File: src/rtl/doorlock_pkg.sv
// Shared constants and helpers for the door-lock keypad front end.
package doorlock_pkg;

  localparam int unsigned NUM_KEYS          = 10;
  localparam int unsigned CODE_W            = 4;
  localparam int unsigned CNT_W             = 4;
  localparam int unsigned STABLE_CYCLES_DEF = 3;

  function automatic logic [CODE_W-1:0] onehot_to_code(input logic [NUM_KEYS-1:0] v);
    logic [CODE_W-1:0] code;
    code = '0;
    for (int unsigned i = 0; i < NUM_KEYS; i++) begin
      if (v[i]) code = CODE_W'(i);
    end
    return code;
  endfunction

  // Clearing the lowest set bit leaves something only when two or more bits were set.
  function automatic logic is_multi_hot(input logic [NUM_KEYS-1:0] v);
    return (v & (v - NUM_KEYS'(1))) != '0;
  endfunction

endpackage

File: src/rtl/debounce_bit.sv
// Two-flop synchronizer followed by a stability counter for one bouncy input.
module debounce_bit
  import doorlock_pkg::*;
#(
  parameter int unsigned STABLE_CYCLES = STABLE_CYCLES_DEF
) (
  input  logic clock,
  input  logic reset,
  input  logic raw,
  output logic state
);

  localparam logic [CNT_W-1:0] LIMIT = CNT_W'(STABLE_CYCLES);

  logic             sync1_q, sync2_q;
  logic [CNT_W-1:0] cnt_q, cnt_d;
  logic             state_q, state_d;
  logic [CNT_W-1:0] cnt_inc;

  always_ff @(posedge clock or negedge reset) begin
    if (!reset) begin
      sync1_q <= 1'b0;
      sync2_q <= 1'b0;
      cnt_q   <= '0;
      state_q <= 1'b0;
    end else begin
      sync1_q <= raw;
      sync2_q <= sync1_q;
      cnt_q   <= cnt_d;
      state_q <= state_d;
    end
  end

  // Any sample matching the accepted level restarts the count, so bounces never accumulate.
  always_comb begin
    cnt_d   = cnt_q;
    state_d = state_q;
    cnt_inc = cnt_q + CNT_W'(1);
    if (sync2_q == state_q) begin
      cnt_d = '0;
    end else if (cnt_inc == LIMIT) begin
      state_d = ~state_q;
      cnt_d   = '0;
    end else begin
      cnt_d = cnt_inc;
    end
  end

  assign state = state_q;

endmodule

File: src/rtl/keypad_debounce.sv
// Debounces ten digit keys and an enter key, producing levels and single press pulses.
module keypad_debounce
  import doorlock_pkg::*;
#(
  parameter int unsigned STABLE_CYCLES = STABLE_CYCLES_DEF
) (
  input  logic                clock,
  input  logic                reset,
  input  logic [NUM_KEYS-1:0] key_raw,
  input  logic                x_raw,
  output logic [NUM_KEYS-1:0] num,
  output logic                x,
  output logic                key_valid,
  output logic [CODE_W-1:0]   key_code,
  output logic                x_pulse,
  output logic                multi_key
);

  logic [NUM_KEYS-1:0] digit_state;
  logic                x_state;

  for (genvar i = 0; i < NUM_KEYS; i++) begin : g_digit
    debounce_bit #(.STABLE_CYCLES(STABLE_CYCLES)) u_db (
      .clock (clock),
      .reset (reset),
      .raw   (key_raw[i]),
      .state (digit_state[i])
    );
  end

  debounce_bit #(.STABLE_CYCLES(STABLE_CYCLES)) u_db_x (
    .clock (clock),
    .reset (reset),
    .raw   (x_raw),
    .state (x_state)
  );

  logic              key_valid_q, key_valid_d;
  logic [CODE_W-1:0] key_code_q, key_code_d;
  logic              x_pulse_q, x_pulse_d;
  logic              x_prev_q, x_prev_d;
  logic              rearm_q, rearm_d;

  always_ff @(posedge clock or negedge reset) begin
    if (!reset) begin
      key_valid_q <= 1'b0;
      key_code_q  <= '0;
      x_pulse_q   <= 1'b0;
      x_prev_q    <= 1'b0;
      rearm_q     <= 1'b0;
    end else begin
      key_valid_q <= key_valid_d;
      key_code_q  <= key_code_d;
      x_pulse_q   <= x_pulse_d;
      x_prev_q    <= x_prev_d;
      rearm_q     <= rearm_d;
    end
  end

  // rearm_q means "all digits were released last cycle", so only a 0 -> one-hot step fires.
  always_comb begin
    multi_key   = is_multi_hot(digit_state);
    num         = multi_key ? '0 : digit_state;
    x           = x_state;
    rearm_d     = (digit_state == '0);
    key_valid_d = rearm_q && (num != '0);
    key_code_d  = key_valid_d ? onehot_to_code(num) : key_code_q;
    x_prev_d    = x_state;
    x_pulse_d   = x_state && !x_prev_q;
  end

  assign key_valid = key_valid_q;
  assign key_code  = key_code_q;
  assign x_pulse   = x_pulse_q;

endmodule
File: config.mk
export PLATFORM = sky130hd
export DESIGN_NAME = keypad_debounce
export DESIGN_NICKNAME = d
export VERILOG_FILES = /design/src/rtl/doorlock_pkg.sv /design/src/rtl/debounce_bit.sv /design/src/rtl/keypad_debounce.sv
export SDC_FILE = /design/constraint.sdc
export NUM_CORES = 1
export LEC_CHECK = 0
export ABC_CLOCK_PERIOD_IN_PS = 2800
export CAP_MARGIN = 20
export CORE_MARGIN = 3
export CORE_UTILIZATION = 58
export CTS_CLUSTER_DIAMETER = 120
export CTS_CLUSTER_SIZE = 28
export DETAILED_ROUTE_END_ITERATION = 10
export PLACE_DENSITY = 0.87
export RECOVER_POWER = 100
export SYNTH_ARGS = -nofsm -noshare
export SYNTH_HDL_FRONTEND = slang
export SYNTH_SLANG_ARGS = --single-unit
File: constraint.sdc
create_clock -name clock -period 2.8 [get_ports clock]
set_input_delay 0.84 -clock clock [delete_from_list [all_inputs] [get_ports clock]]
set_output_delay 0.84 -clock clock [all_outputs]
set_load 0.02 [all_outputs]
; Yosys cells after proc, flatten, opt, wreduce, memory -nomap -nowiden
; Cells that the tools add are included.
[op_classes]
n_addsub = 12
eq_ne = 22
mux = 32
bitwise = 23
reduce_logical = 17
[op_table]
columns = op, n
row1 = 2-to-1 mux 4 bit, 29
row2 = "adder 4 x 1 -> 4 bit, second input constant", 11
row3 = "equality test 4 x 2 -> 1 bit, second input constant", 11
row4 = inverter 1 bit, 22
row5 = AND reduction 2 bit, 11
row6 = nonzero test 10 bit, 2
row7 = equality test 1 bit, 11
row8 = AND 10 bit, 1
row9 = logical NOT 10 bit, 1
row10 = 2-to-1 mux 10 bit, 1
row11 = "subtractor 10 x 1 -> 10 bit, second input constant", 1
row12 = logical AND 1 bit, 2
row13 = 2-to-1 mux 2 bit, 1
row14 = logical NOT 1 bit, 1
row15 = 2-to-1 mux 1 bit, 1
[totals]
ff_bits = 85
input_bits = 13
out_inout_bits = 18

; Depth between registers and ports, before layout
[logic_depth]
ltp_word = 13
mapped_depth = 8
depth_no_buf = 6

; Modules after synthesis
; A second synthesis with hierarchy kept.
[unflattened]
hier_cells = 321
hier_area_um2 = 3902.5
[modules_own_cells]
columns = module, instances, cells_each, area_per_inst_um2, seq_area_each_um2
row1 = debounce_bit (g_digit[1].u_db ...), 10, 24, 304.0, 175.2
row2 = keypad_debounce, 1, 57, 550.5, 200.2
row3 = debounce_bit (g_digit[0].u_db), 1, 24, 311.5, 175.2

; Least setup slack after synthesis
; No wires, ideal clock.
[synth_timing]
kind = flip-flop to output port
from = register g_digit[3].u_db.state_q
to = output port num[0]
t_arrival_ns = 1.642
t_required_ns = 1.960
path_slack_ns = 0.318
stages_incl_launch_ff = 8
path_buffers = 2
cell_sequence = dfrtp_1 buf_6 nor4_4 a21oi_1 o21ai_0 and3_2 clkbuf_1 and2_1
[synth_between]
elab_chain_cells = 4
[synth_lines]
columns = item, line
row1 = start: declaration, debounce_bit.sv:17  ; logic state_q, state_d;
row2 = start signal: assignment, debounce_bit.sv:30  ; state_q <= state_d;
row3 = subtractor 10 x 1 -> 10 bit, doorlock_pkg.sv:20  ; return (v & (v - NUM_KEYS'(1))) != '0;
row4 = AND 10 bit *, doorlock_pkg.sv:20
row5 = nonzero test 10 bit *, doorlock_pkg.sv:20
row6 = 2-to-1 mux 10 bit *, keypad_debounce.sv:63  ; num = multi_key ? '0 : digit_state;
row7 = end: declaration, keypad_debounce.sv:11  ; output logic [NUM_KEYS-1:0] num,
; Mark *: on every way between the ends. The rest lies on a longest branch, timed or not.

; Worst setup path in the final report
[layout_timing]
from = register g_digit[4].u_db.state_q
to = output port num[2]
[layout_between]
elab_chain_cells = 4
[layout_lines]
columns = item, line
row1 = start: declaration, debounce_bit.sv:17
row2 = start signal: assignment, debounce_bit.sv:30
row3 = subtractor 10 x 1 -> 10 bit, doorlock_pkg.sv:20
row4 = AND 10 bit *, doorlock_pkg.sv:20
row5 = nonzero test 10 bit *, doorlock_pkg.sv:20
row6 = 2-to-1 mux 10 bit *, keypad_debounce.sv:63
; Marks and branches as above.

==> results.yml <==
finish:
  drive_gt1_share_pct: 18.8
  fillers: 452
  fin_cells: 476
  layout_commonest_cell: "dfrtp_1"
  final_area_sq_um: 4570
  multi_input_area_sq_um: 1640
  final_cell_mix: "84 x dfrtp_1, 48 x nor2_1, 23 x xor2_1"
  nNetsFinal: 429
  insertedDiodeCount: 0
  area_delta_synth_final_pct: 18.9
  ff_latch_area_sq_um: 2130
timing:
  setup_ws_ns: -0.0993
  setup_violations: 10
  rsz0062_at_grt: "true"
  finalCriticalPeriod_ns: 2.90
  final_hold_viol_count: 0
  slew_violations: 0
  finClkSkew_ns: 0.00481
  worst_pin_slew_ns: 1.10
  fin_setup_tns_ns: -0.913
  fin_crit_sh_pct: 104
  relSlewSlack_pct: 27.0
  max_freq_mhz: 345
floorplan:
  die_x_um: 87.4
  dieArea_sq_um: 7640
  core_sq_um: 6390
  rows: 29
  ios: 31
  die_h_um: 87.4
  start_util_pct: 60.2
synth:
  synth_compound_area_share_pct: 3.48
  synth-seq-area-share_pct: 55.3
  synth-edff-count: 0
  synth_fa_ha_area_share_pct: 7.16
  synth_top_family_by_area: "simple AND/OR/NAND/NOR gates"
  synth_cells: 340
  synth_flop_cell: "dfrtp_1"
  synth-async-reset-ratio_pct: 100
  synth.yosys.warnings: 0
  muxShareOfSynthArea_pct: 3.87
  avgSynthCellArea_sq_um: 11.3
  synth_xor_xnor_area_share_pct: 10.3
  synth_nets: 375
  synthSimpleGateAreaFrac_pct: 16.3
  ys_ff_latch: 85
  ys_types: 32
  syn_area_sq_um: 3840
clock_network:
  hold_buffers: 0
  cts_buffers: 9
  h-tree-depth: 3
  root_buffer: "clkbuf_8"
  cts_tree: "built"
  clk_latency_ns: 0.35
  path_clk_slew_ns: 0.08
  clkSinkCount: 85
  cts_buffer_depth: 2
routing:
  routed_wl_mm: 6.78
  drc: 0
  vias: 2510
  top_layer_used: "met4"
  initialDrtViolationCount: 136
  drt-wirelength-per-cell_um: 14.2
  via_per_inst: 5.27
  wl_met3_um: 226
  drt-met1-wl_mm: 2.96
  antenna_left: 0
  first_pass_iters: 4
  wl_met2_mm: 3.41
setup_path:
  r2r_end: "key_code[0]"
  crit_required_ns: 1.96
  worstSetupStartpoint: "g_digit[4].u_db.state"
  reg2reg_slack_ns: 0.49
  setup.worst_path.start_class: "register"
  setup.worst_path.end_class: "primary output"
  path_class: "register to primary output"
  critical_path.max_fanout: 7
  reg2reg_from: "g_digit[4].u_db.state"
  cp.arrival_ns: 2.06
  r2r_cells: 7
  crit_end: "num[2]"
placed_design:
  placed_cell_area_sq_um: 4310
  numPortBuffers: 30
  placed_cells: 457
  gp_congestion: 0.795
  detailed_place_hpwl_mm: 4.73
grt:
  grt_max_degree: 46
  grt_util_all_layers_pct: 20.0
  antenna_found_initial: 0
  globalRoute.totalOverflow: 0
  grt_pass1_vias: 2608
  grt_pass1_wl_mm: 11.6
pwr:
  power_density_nw_per_um2: 910
  worst_ir_drop_vdd_uv: 547
  p_leak_uw: 0.00216
worst_hold_path:
  hold_path.class: "register to register"
status:
  failed_checks: "negative setup slack"
  status: "finished with violations"
job:
  maxCapViolations: 0
layout make-up:
type | count | area share [%]
repair buffers | 49 | 10.2
flip-flops and latches | 85 | 46.6
clock inverters | 1 | 0.110
inverters | 17 | 1.40
well taps | 77 | 2.11
clock buffers | 15 | 3.64
multi-input cells | 232 | 35.9
critical path, cell delays in order (launching register included):
cell and delay (ns):
dfrtp_2 0.46, nor4_4 0.38, nand2_2 0.15, o22ai_4 0.16, and3_4 0.29, and2_4 0.17
buf_6 0.11
sequential cells by signal, indices dropped and copies added, names as in the netlist:
signal / cells
g_digit.u_db.cnt_q: 40
g_digit.u_db.state: 10
g_digit.u_db.sync1_q: 10
g_digit.u_db.sync2_q: 10
key_code: 4
u_db_x.cnt_q: 4
key_valid: 1
rearm_q: 1
u_db_x.state: 1
u_db_x.sync1_q: 1
u_db_x.sync2_q: 1
x_prev_q: 1
x_pulse: 1
stage by stage:
stage | utilization (%) | total power [uW] | hold WS [ns] | setup slack (ns)
3_3_place_gp | 67.4 | 3220 | 0.332 | -0.210
6_report | 71.6 | 4160 | 0.352 | -0.0993
5_1_grt | 71.6 | 4470 | 0.361 | -0.220
2_1_floorplan | - | 2780 | 0.331 | 0.318
3_5_place_dp | 67.4 | 3300 | 0.338 | -0.343
4_1_cts | 71.3 | 4150 | 0.355 | -0.137
synth_stat cells, types with 12 or more instances:
cell type | instances | area share (%)
inv_1 | 17 | 1.7
nand2_1 | 17 | 1.7
ha_1 | 22 | 7.2
nand3_1 | 12 | 1.6
xnor2_1 | 22 | 5.0
nor3_1 | 13 | 1.7
o21ai_0 | 14 | 1.8
nor2_1 | 48 | 4.7
xor2_1 | 23 | 5.2
and3_1 | 12 | 2.0
dfrtp_1 | 85 | 55
worst min path at each step:
stage	start	end	slack [ns]	cells after the start
floorplan	g_digit[0].u_db.sync1_q	g_digit[0].u_db.sync2_q	0.33	0
global placement	g_digit[0].u_db.sync1_q	g_digit[0].u_db.sync2_q	0.33	0
detailed placement	g_digit[0].u_db.sync1_q	g_digit[0].u_db.sync2_q	0.34	0
CTS	g_digit[3].u_db.sync1_q	g_digit[3].u_db.sync2_q	0.36	0
global route	g_digit[8].u_db.sync1_q	g_digit[8].u_db.sync2_q	0.36	0
finish	g_digit[0].u_db.sync1_q	g_digit[0].u_db.sync2_q	0.35	0
routing by layer:
layer	track usage, %	up-vias
met5	0	-
met4	9.90	0
met3	3.31	18
met2	33.4	54
met1	25.2	1218
li1	-	1220
what timing repair did:
action / 4_1_cts / 5_1_grt
gates resized for setup: 84 / 3
setup buffers: 1 / 1
endpoints found under the hold margin: 0 / 0
gates cloned: 1 / 0
pin swaps: 15 / 7
setup endpoints to repair: 11 / 11
cells by family (layout without fill, tap and decap cells):
family	Yosys count	count (layout)
AOI/OAI and AO/OA	23	23
xor gates and xnor gates	45	45
adders and majority gates	22	22
buffers and inverters	24	82
DFF	85	85
muxes	13	13
and+or+nand+nor	128	129
report_power, final:
part           switching [uW]  leakage (uW)  total, uW  internal [uW]
Clock                     391     0.0000877        763            372
Combinational             748      0.000997       1520            770
Sequential                346       0.00108       1880           1530
Power figures use the tool's default switching activity.
